$ cat src/rtl/line_engine.sv
// line_engine: Bresenham line rasteriser emitting one framebuffer pixel write per handshake.
// Endpoints and color are loaded while idle; a trigger runs SETUP for one cycle, then DRAW.
module line_engine #(
    parameter logic [31:0] FB_BASE = 32'h1080_0000,
    parameter int          CW      = 10
) (
    input  logic          clk,
    input  logic          rst,
    input  logic [31:0]   line_color,
    input  logic [CW-1:0] line_point,
    input  logic          line_color_valid,
    input  logic          line_x0_valid,
    input  logic          line_y0_valid,
    input  logic          line_x1_valid,
    input  logic          line_y1_valid,
    input  logic          line_trigger,
    output logic          line_ready,
    output logic          px_valid,
    input  logic          px_ready,
    output logic [31:0]   px_addr,
    output logic [31:0]   px_color
);
    localparam logic [1:0] IDLE = 2'd0, SETUP = 2'd1, DRAW = 2'd2;
    logic [1:0]           state_q, state_d;
    logic [31:0]          color_q;
    logic [CW-1:0]        x0_q, y0_q, x1_q, y1_q, cx_q, cy_q, ex_q;
    logic [CW:0]          dx_q, dy_q;
    logic signed [CW+1:0] err_q, err_nx;
    logic                 steep_q, up_q;
    logic [CW-1:0]        adx, ady, ax0, ay0, ax1, ay1, sx0, sy0, sx1, sy1, px, py;
    logic                 steep, swap, last;
    always_comb begin
        adx    = (x1_q > x0_q) ? x1_q - x0_q : x0_q - x1_q;
        ady    = (y1_q > y0_q) ? y1_q - y0_q : y0_q - y1_q;
        steep  = ady > adx;
        ax0    = steep ? y0_q : x0_q;
        ay0    = steep ? x0_q : y0_q;
        ax1    = steep ? y1_q : x1_q;
        ay1    = steep ? x1_q : y1_q;
        swap   = ax0 > ax1;
        sx0    = swap ? ax1 : ax0;
        sy0    = swap ? ay1 : ay0;
        sx1    = swap ? ax0 : ax1;
        sy1    = swap ? ay0 : ay1;
        last   = cx_q == ex_q;
        err_nx = err_q - $signed({1'b0, dy_q});
        px     = steep_q ? cy_q : cx_q;
        py     = steep_q ? cx_q : cy_q;
        state_d = state_q == IDLE  ? (line_trigger ? SETUP : IDLE) :
                  state_q == SETUP ? DRAW :
                  state_q == DRAW  ? ((px_ready && last) ? IDLE : DRAW) : IDLE;
    end
    assign line_ready = state_q == IDLE;
    assign px_valid   = state_q == DRAW;
    assign px_addr    = px_valid ? FB_BASE + 32'({py, px, 2'b00}) : 32'd0;
    assign px_color   = px_valid ? color_q : 32'd0;
    always_ff @(posedge clk) begin
        if (rst) begin
            state_q <= IDLE;
            color_q <= '0;
            x0_q    <= '0;
            y0_q    <= '0;
            x1_q    <= '0;
            y1_q    <= '0;
            cx_q    <= '0;
            cy_q    <= '0;
            ex_q    <= '0;
            dx_q    <= '0;
            dy_q    <= '0;
            err_q   <= '0;
            steep_q <= 1'b0;
            up_q    <= 1'b0;
        end else begin
            state_q <= state_d;
            if (state_q == IDLE) begin
                if (line_color_valid) color_q <= line_color;
                if (line_x0_valid) x0_q <= line_point;
                if (line_y0_valid) y0_q <= line_point;
                if (line_x1_valid) x1_q <= line_point;
                if (line_y1_valid) y1_q <= line_point;
            end
            if (state_q == SETUP) begin
                steep_q <= steep;
                cx_q    <= sx0;
                cy_q    <= sy0;
                ex_q    <= sx1;
                up_q    <= sy0 < sy1;
                dx_q    <= {1'b0, sx1 - sx0};
                dy_q    <= {1'b0, (sy1 > sy0) ? sy1 - sy0 : sy0 - sy1};
                err_q   <= $signed({2'b00, sx1 - sx0}) >>> 1;
            end
            // Step along the major axis; minor axis moves when the error goes negative.
            if (state_q == DRAW && px_ready && !last) begin
                cx_q  <= cx_q + 1'b1;
                err_q <= err_nx < 0 ? err_nx + $signed({1'b0, dx_q}) : err_nx;
                if (err_nx < 0) cy_q <= up_q ? cy_q + 1'b1 : cy_q - 1'b1;
            end
        end
    end
endmodule

$ cat config.mk
export PLATFORM = sky130hd
export DESIGN_NAME = line_engine
export DESIGN_NICKNAME = d
export VERILOG_FILES = /design/src/rtl/line_engine.sv
export SDC_FILE = /design/constraint.sdc
export NUM_CORES = 1
export LEC_CHECK = 0
export BUFFER_PORTS_ARGS = -buffer_cell sky130_fd_sc_hd__buf_2
export CORE_MARGIN = 1
export CORE_UTILIZATION = 54
export CTS_CLUSTER_SIZE = 8
export DETAILED_ROUTE_END_ITERATION = 10
export GPL_TIMING_DRIVEN = 0
export PLACE_DENSITY = 0.76
export SLEW_MARGIN = 10
export SYNTH_ARGS = -nofsm -noshare
export SYNTH_HDL_FRONTEND = slang
export SYNTH_SLANG_ARGS = --single-unit
$ cat constraint.sdc
create_clock -name clk -period 15 [get_ports clk]
set_clock_uncertainty 0.2 [all_clocks]
set_input_delay 0.75 -clock clk [delete_from_list [all_inputs] [get_ports clk]]
set_output_delay 0.75 -clock clk [all_outputs]
set_load 0.02 [all_outputs]
# == Word-level counts from Yosys, hierarchy flattened ==
# Cells that the tools add are included.
# classes
n_addsub,13
order_cmp,7
eq_ne,3
n_mux,29
reduce_logical,11
# op_table
op,count
10-bit 2-to-1 mux,19
10-bit subtractor,7
10-bit > comparator,5
12-bit 2-to-1 mux,3
32-bit 2-to-1 mux,1
"29-bit by 22-bit adder with 30-bit output, first input constant",1
30-bit 2-to-1 mux,1
"10-bit by 1-bit adder with 10-bit output, second input constant",2
12-bit by 11-bit adder with 12-bit output,1
"12-bit by 1-bit less-than comparator with 1-bit output, second input constant",1
12-bit by 11-bit subtractor with 12-bit output,1
10-bit == test,1
10-bit less-than comparator,1
2-bit AND reduction,5
"10-bit by 1-bit subtractor with 10-bit output, second input constant",1
2-bit 2-to-1 mux,4
1-bit logical AND,3
"2-bit by 1-bit == test with 1-bit output, second input constant",1
"2-bit == test, second input constant",1
2-bit zero test,1
2-bit nonzero test,1
1-bit zero test,1
1-bit 2-to-1 mux,1
# totals
ff_bits,138

# == Depth between registers and ports, before layout ==
# Gate-level depths: netlist of run 1.
# logic_depth
word_depth,9
mapped_depth,59
ltp_nobuf,48

# == Least setup slack after synthesis of run 1 ==
# Ideal clock, no wire load.
# synth_timing
path_type,reg-to-reg
from,reg y1_q[0]
to,reg dy_q[8]
arrival_ns,10.158
slack_ns,4.536
path_stages_with_launch,57
path_buffers,11
period_less_slack_ns,10.464
cell_sequence,dfxtp_1 > inv_1 > ha_1 > inv_1 > fa_1 > a21o_1 > a21o_1 > a21oi_1 > o21bai_1 > a21oi_1 > o21ai_0 > a41o_1 > buf_1 > mux2i_1 > o21ai_0 > a221oi_1 > xnor2_1 > ha_1 > [... 21 more ...] > mux2i_1 > inv_1 > ha_1 > inv_1 > fa_1 > a21o_1 > a21oi_1 > o21bai_1 > a21oi_1 > o21ai_0 > o31ai_1 > clkbuf_1 > mux2i_1 > a21oi_1 > o21ai_0 > a31oi_1 > or4_1 > o311ai_0
# synth_via
elab_chain_len,8
word_cells_on_any_way,16
# synth_lines
element,line_no,text
from (decl),26,"logic [CW-1:0] x0_q, y0_q, x1_q, y1_q, cx_q, cy_q, ex_q;"
from (signal assigned),80,if (line_y1_valid) y1_q <= line_point;
10-bit subtractor / 10-bit > comparator (equally long branches),34,ady = (y1_q > y0_q) ? y1_q - y0_q : y0_q - y1_q;
10-bit 2-to-1 mux,34,
10-bit > comparator,35,steep = ady > adx;
"10-bit 2-to-1 mux, on equally long branches","36, 38",
10-bit > comparator,40,swap = ax0 > ax1;
"10-bit 2-to-1 mux, on equally long branches","42, 44",
10-bit subtractor / 10-bit > comparator (equally long branches),89,"dy_q <= {1'b0, (sy1 > sy0) ? sy1 - sy0 : sy0 - sy1};"
10-bit 2-to-1 mux (*),89,
to (signal assigned),89,
to (decl),27,"logic [CW:0] dx_q, dy_q;"
# Mark *: on every way between the ends. The rest lies on a longest branch, timed or not.
# A chain may end at the register's enable or synchronous reset.

# == Final worst setup path of run 1 ==
# layout_timing
from,reg y0_q[1]
to,reg dy_q[8]
# layout_via
elab_chain_len,8
word_cells_on_any_way,16
# layout_lines
element,line_no,text
from (decl),26,
from (signal assigned),78,if (line_y0_valid) y0_q <= line_point;
10-bit subtractor / 10-bit > comparator (equally long branches),34,
10-bit 2-to-1 mux,34,
10-bit > comparator,35,
"10-bit 2-to-1 mux, on equally long branches","36, 38",
10-bit > comparator,40,
"10-bit 2-to-1 mux, on equally long branches","42, 44",
10-bit subtractor / 10-bit > comparator (equally long branches),89,
10-bit 2-to-1 mux (*),89,
# Marked as above.

==> impl_metrics.ini, run 1 <==
[worst_setup_path]
critical-path-top-delay-family = compound AO/OA/AOI/OAI gates
reg2reg_depth = 54
cp_num_cells = 54
required_ns = 15.13
max_stage_delay_ns = 0.72
worstPathArrival_ns = 13.29
crit_type = flip-flop to flip-flop
crit_path_top_delay_cell = a2111oi_2
end_kind = flip-flop
crit_buf_inv = 13
worst-path-max-fanout = 10
worstSetupStartpointType = flip-flop

[logic_synthesis]
synthSimpleGateAreaFrac_pct = 19.39
synthMuxAreaShare_pct = 6.425
yosysTopAreaCellShare_pct = 23.37
synth_area_leaders = dfxtp_1 23%, ha_1 11%, a21oi_1 8.9%
syn-cell-area_mm2 = 0.01182
synth-compound-area-share_pct = 25.39
yosysTopAreaCell = dfxtp_1
synth-seq-area-share_pct = 23.37
synth_top_family_by_area = compound AO/OA/AOI/OAI gates
synth-async-reset-ratio_pct = 0
synth_edf_count = 0
synth_ff_type = dfxtp_1
synth_warnings = 0
avgSynthCellArea_um2 = 7.365
synth_xor_area_share_pct = 4.816
synth_adder_area_share_pct = 13.00
netlist_instances = 1605
ys_seq_elements = 138
ys_types = 79

[flow_run]
drv_cap = 0

[finish]
layout_commonest_cell = nand2_1
design_area_mm2 = 0.01334
area_growth_pct = 12.89
final_cell_mix = 272 x nand2_1, 211 x a21oi_1, 138 x dfxtp_1, 119 x buf_2, 112 x nor2_1
drive_above_1_share_pct = 12.21
fin_nets = 1905
insertedDiodeCount = 0

[route]
antenna_left = 0
drtIter0Drc = 1021
via_per_inst = 5.944
dr.pass1.iters = 7
wl_per_cell_um = 18.83
drc = 0
drt_wl_total_um = 38160
dr_total_vias = 12050

[clocking]
post_cts_resized = 0
clk_path_buf_depth = 2
cts_buffers = 17
postCtsSetupRepairBufs = 0
clock_sinks = 138
root_buffer = clkbuf_16
clkLatencyLatePin_ns = 0.43
cts_tree = yes
postCtsHoldBufs = 0
h-tree-depth = 4
path_clk_slew_ns = 0.06

[sta]
finalHoldViolCount = 0
setup_viol = 0
relSlewSlack_pct = 40.94
min_period_ns = 13.17
tns_ns = 0
worst_slack_ns = 1.834
worstMarginPinSlew_ns = 0.8860
fin_crit_sh_pct = 87.78
rsz0062_at_grt = false
finalMaxSlewViolations = 0
max_freq_mhz = 75.95

[global_route]
grt_max_degree = 17
track_usage_pct = 34.21
grt_pass1_vias = 11170
grt_overflow = 0
grt_pass1_wl_um = 59350
antenna_found_initial = 0

[hold_path]
hp-class = flip-flop to flip-flop
min_path_cells = 2

[floorplanning]
fp.dieH_um = 150.0
die_w_um = 150.0
rows = 53
core_area_mm2 = 0.02122
start_util_pct = 55.70
die_area_mm2 = 0.02249
pin_count = 117

[run_status]
status = completed

[placement]
place_area_mm2 = 0.01273
post-place-ws_ns = 2.132
port_buffers = 106
dp_hpwl_um = 29830
gp_congestion = 0.9976
## routing by layer
layer / global-route usage (%) / share of wire, %
met4: 16.57 / 4.7
met3: 6.220 / 8.7
met1: 43.05 / 41
met5: 0 / 0
met2: 56.11 / 46
## stage by stage
stage               std cells  hold slack, ns  utilization (%)
floorplan                1614          0.2268                -
global placement         1995          0.2375            59.98
detailed placement       1995          0.2432            59.98
CTS                      2027          0.2527            62.88
global route             2027          0.2677            62.88
finish                   2027          0.2507            62.88
## final timing paths
kind | end | startpoint | slack [ns]
min reg2reg | dy_q[2]$_SDFFE_PP0P_ | dy_q[2]$_SDFFE_PP0P_ | 0.25
max | dy_q[8]$_SDFFE_PP0P_ | y0_q[1]$_SDFFE_PP0P_ | 1.83
max reg2reg | dy_q[8]$_SDFFE_PP0P_ | y0_q[1]$_SDFFE_PP0P_ | 1.83
min | dy_q[2]$_SDFFE_PP0P_ | dy_q[2]$_SDFFE_PP0P_ | 0.25
## Yosys cell counts (all sizes together), types with 6 or more instances
| library cell | count |
|---|---|
| a211oi | 31 |
| a21o | 33 |
| a21oi | 218 |
| a221oi | 6 |
| a311oi | 8 |
| a31oi | 12 |
| and2 | 39 |
| and3 | 6 |
| buf | 44 |
| clkbuf | 59 |
| dfxtp | 138 |
| fa | 9 |
| ha | 106 |
| inv | 107 |
| mux2 | 13 |
| mux2i | 60 |
| nand2 | 272 |
| nand2b | 7 |
| nand3 | 18 |
| nand4 | 11 |
| nor2 | 115 |
| nor2b | 12 |
| nor3 | 14 |
| o211ai | 19 |
| o21ai | 86 |
| o21bai | 26 |
| xnor2 | 41 |
| xor2 | 24 |
## cell type report
class / count / area (um2)
Multi-Input combinational cell: 1266 / 8197
Fill cell: 1941 / 7876
Sequential cell: 138 / 2763
Timing Repair Buffer: 106 / 530.5
Buffer: 103 / 493.0
Clock buffer: 18 / 429.2
Inverter: 107 / 401.6
Tap cell: 275 / 344.1
Clock inverter: 14 / 186.4
## worst register-to-register path, delay by kind of cell, from the launching register on
kind / cells / cell delay, ns
flip-flops: 1 / 0.56
multiplexers: 3 / 0.73
XOR/XNOR: 1 / 0.19
AND/OR/NAND/NOR: 9 / 1.77
AO/OA/AOI/OAI: 23 / 5.04
adder cells (fa/ha/maj): 5 / 1.63
buffers and inverters: 13 / 2.94
## flip-flops by register name, indices dropped and copies added, names as in the netlist, 2 cells and up
signal	flops
dy_q	10
err_q	12
x1_q	10
x0_q	10
color_q	32
cx_q	10
dx_q	10
ex_q	10
state_q	2
y1_q	10
y0_q	10
cy_q	10
## kinds of logic after synthesis
family / Yosys count
AO/OA/AOI/OAI: 478
adder cells (fa/ha/maj): 118
other: 1
XOR/XNOR: 65
AND/OR/NAND/NOR: 522
buffers and inverters: 210
flip-flops: 138
multiplexers: 73
Power of run 1 is left out: the tool's default activity adds up to more than one toggle a clock period on the data nets, which glitch-free logic cannot reach.
==> run 2, diff against run 1 <==
--- a/config.mk
+++ b/config.mk
@@ -6,12 +6,13 @@
 export NUM_CORES = 1
 export LEC_CHECK = 0
 export BUFFER_PORTS_ARGS = -buffer_cell sky130_fd_sc_hd__buf_2
-export CORE_MARGIN = 1
+export CORE_MARGIN = 3
 export CORE_UTILIZATION = 54
 export CTS_CLUSTER_SIZE = 8
 export DETAILED_ROUTE_END_ITERATION = 10
 export GPL_TIMING_DRIVEN = 0
-export PLACE_DENSITY = 0.76
+export PLACE_DENSITY_LB_ADDON = 0.2
+export REMOVE_ABC_BUFFERS = 1
 export SLEW_MARGIN = 10
 export SYNTH_ARGS = -nofsm -noshare
 export SYNTH_HDL_FRONTEND = slang
==> run 2 against run 1 <==
Cell area is 2.6% lower; non-clock buffer count shrank 95; flip-flop and latch count stayed put; register-to-register slack better by 1.1 ns.
==> impl_metrics.ini, run 2 (synthesis gave the netlist of run 1 again) <==
[route]
dr.pass1.iters = 6
dr_total_vias = 11200
drtIter0Drc = 921
antenna_left = 0
drt_wl_total_um = 32380
via_per_inst = 5.795
drc = 0
wl_per_cell_um = 16.76

[clocking]
cts_tree = yes
clk_path_buf_depth = 2
clock_sinks = 138
postCtsSetupRepairBufs = 0
h-tree-depth = 4
post_cts_resized = 0
path_clk_slew_ns = 0.07
postCtsHoldBufs = 0
cts_buffers = 17
root_buffer = clkbuf_16
clkLatencyLatePin_ns = 0.43

[sta]
fin_crit_sh_pct = 80.66
finalHoldWorstSlack_ns = 0.2499
min_period_ns = 12.10
rsz0062_at_grt = false
finalMaxSlewViolations = 0
worstMarginPinSlew_ns = 1.138
setup_viol = 0
max_freq_mhz = 82.65
worst_slack_ns = 2.901
relSlewSlack_pct = 24.13
finalHoldViolCount = 0
tns_ns = 0

[finish]
layout_commonest_cell = nand2_1
regArea_mm2 = 0.002763
regMostFlops = color_q
nFillCells = 1984
fin_nets = 1810
reg_top3 = color_q x32, err_q x12
final_cell_mix = 272 x nand2_1, 211 x a21oi_1, 138 x dfxtp_1, 110 x nor2_1
area_growth_pct = 9.992
drive_above_1_share_pct = 11.95
largest_reg_flops = 32
multiInputGateArea_mm2 = 0.008228
fin_cells = 1932
insertedDiodeCount = 0

[placement]
port_buffers = 106
post-place-ws_ns = 3.129
dp_cells = 1900
dp_hpwl_um = 24310
gp_congestion = 0.9492

[floorplanning]
pin_count = 117
core_area_mm2 = 0.02129
fp.dieH_um = 154.0
die_area_mm2 = 0.02370
start_util_pct = 55.53
rows = 53
die_w_um = 154.0

[global_route]
grt_overflow = 0
antenna_found_initial = 0
grt_pass1_wl_um = 53830
grt_pass1_vias = 10650
track_usage_pct = 27.19
grt_max_degree = 97

[flow_run]
drv_cap = 0

[worst_setup_path]
worst-path-max-fanout = 77
worstSetupStartpointType = flip-flop
crit_path_top_delay_cell = a41o_1
worstPathArrival_ns = 12.23
critical-path-top-delay-family = compound AO/OA/AOI/OAI gates
crit_type = flip-flop to flip-flop
crit_buf_inv = 7
max_stage_delay_ns = 0.61
end_kind = flip-flop
required_ns = 15.13

[hold_path]
hp-class = flip-flop to flip-flop

[run_status]
status = completed
[run 2: cell type report]
| class | instances | area share (%) |
|---|---|---|
| Clock buffer | 17 | 3.272 |
| Clock inverter | 15 | 1.116 |
| Inverter | 107 | 3.089 |
| Multi-Input combinational cell | 1266 | 63.29 |
| Sequential cell | 138 | 21.25 |
| Tap cell | 275 | 2.647 |
| Timing Repair Buffer | 114 | 5.341 |
[run 2: through the flow]
stage	utilization [%]	cell area, um2
final	61.08	13000
after detailed placement	58.38	12430
after floorplan	-	11360
after CTS	61.06	13000
after global routing	61.08	13000
after global placement	57.48	12240
[run 2: per-layer routing]
layer  global-route usage (%)  share of wire (%)  wire, um
met2                    44.70                 46     14950
met5                        0                  0         0
met4                    6.560                1.9       629
met3                    5.038                6.6      2122
met1                    37.05                 45     14680
[run 2: tightest hold or removal path: stages, from the launching register on]
cell	delay [ns]
dfxtp_1	0.31
nand2_1	0.05
a21oi_1	0.05
[run 2: path summary, 6_finish.rpt]
check | startpoint | endpoint | slack [ns] | cells past startpoint
setup / recovery | y1_q[0]$_SDFFE_PP0P_ | dy_q[8]$_SDFFE_PP0P_ | 2.90 | 48
hold / removal | color_q[11]$_SDFFE_PP0P_ | color_q[11]$_SDFFE_PP0P_ | 0.25 | 2
setup reg to reg | y1_q[0]$_SDFFE_PP0P_ | dy_q[8]$_SDFFE_PP0P_ | 2.90 | 48
hold reg to reg | color_q[11]$_SDFFE_PP0P_ | color_q[11]$_SDFFE_PP0P_ | 0.25 | 2
Power of run 2 is left out for the same reason.
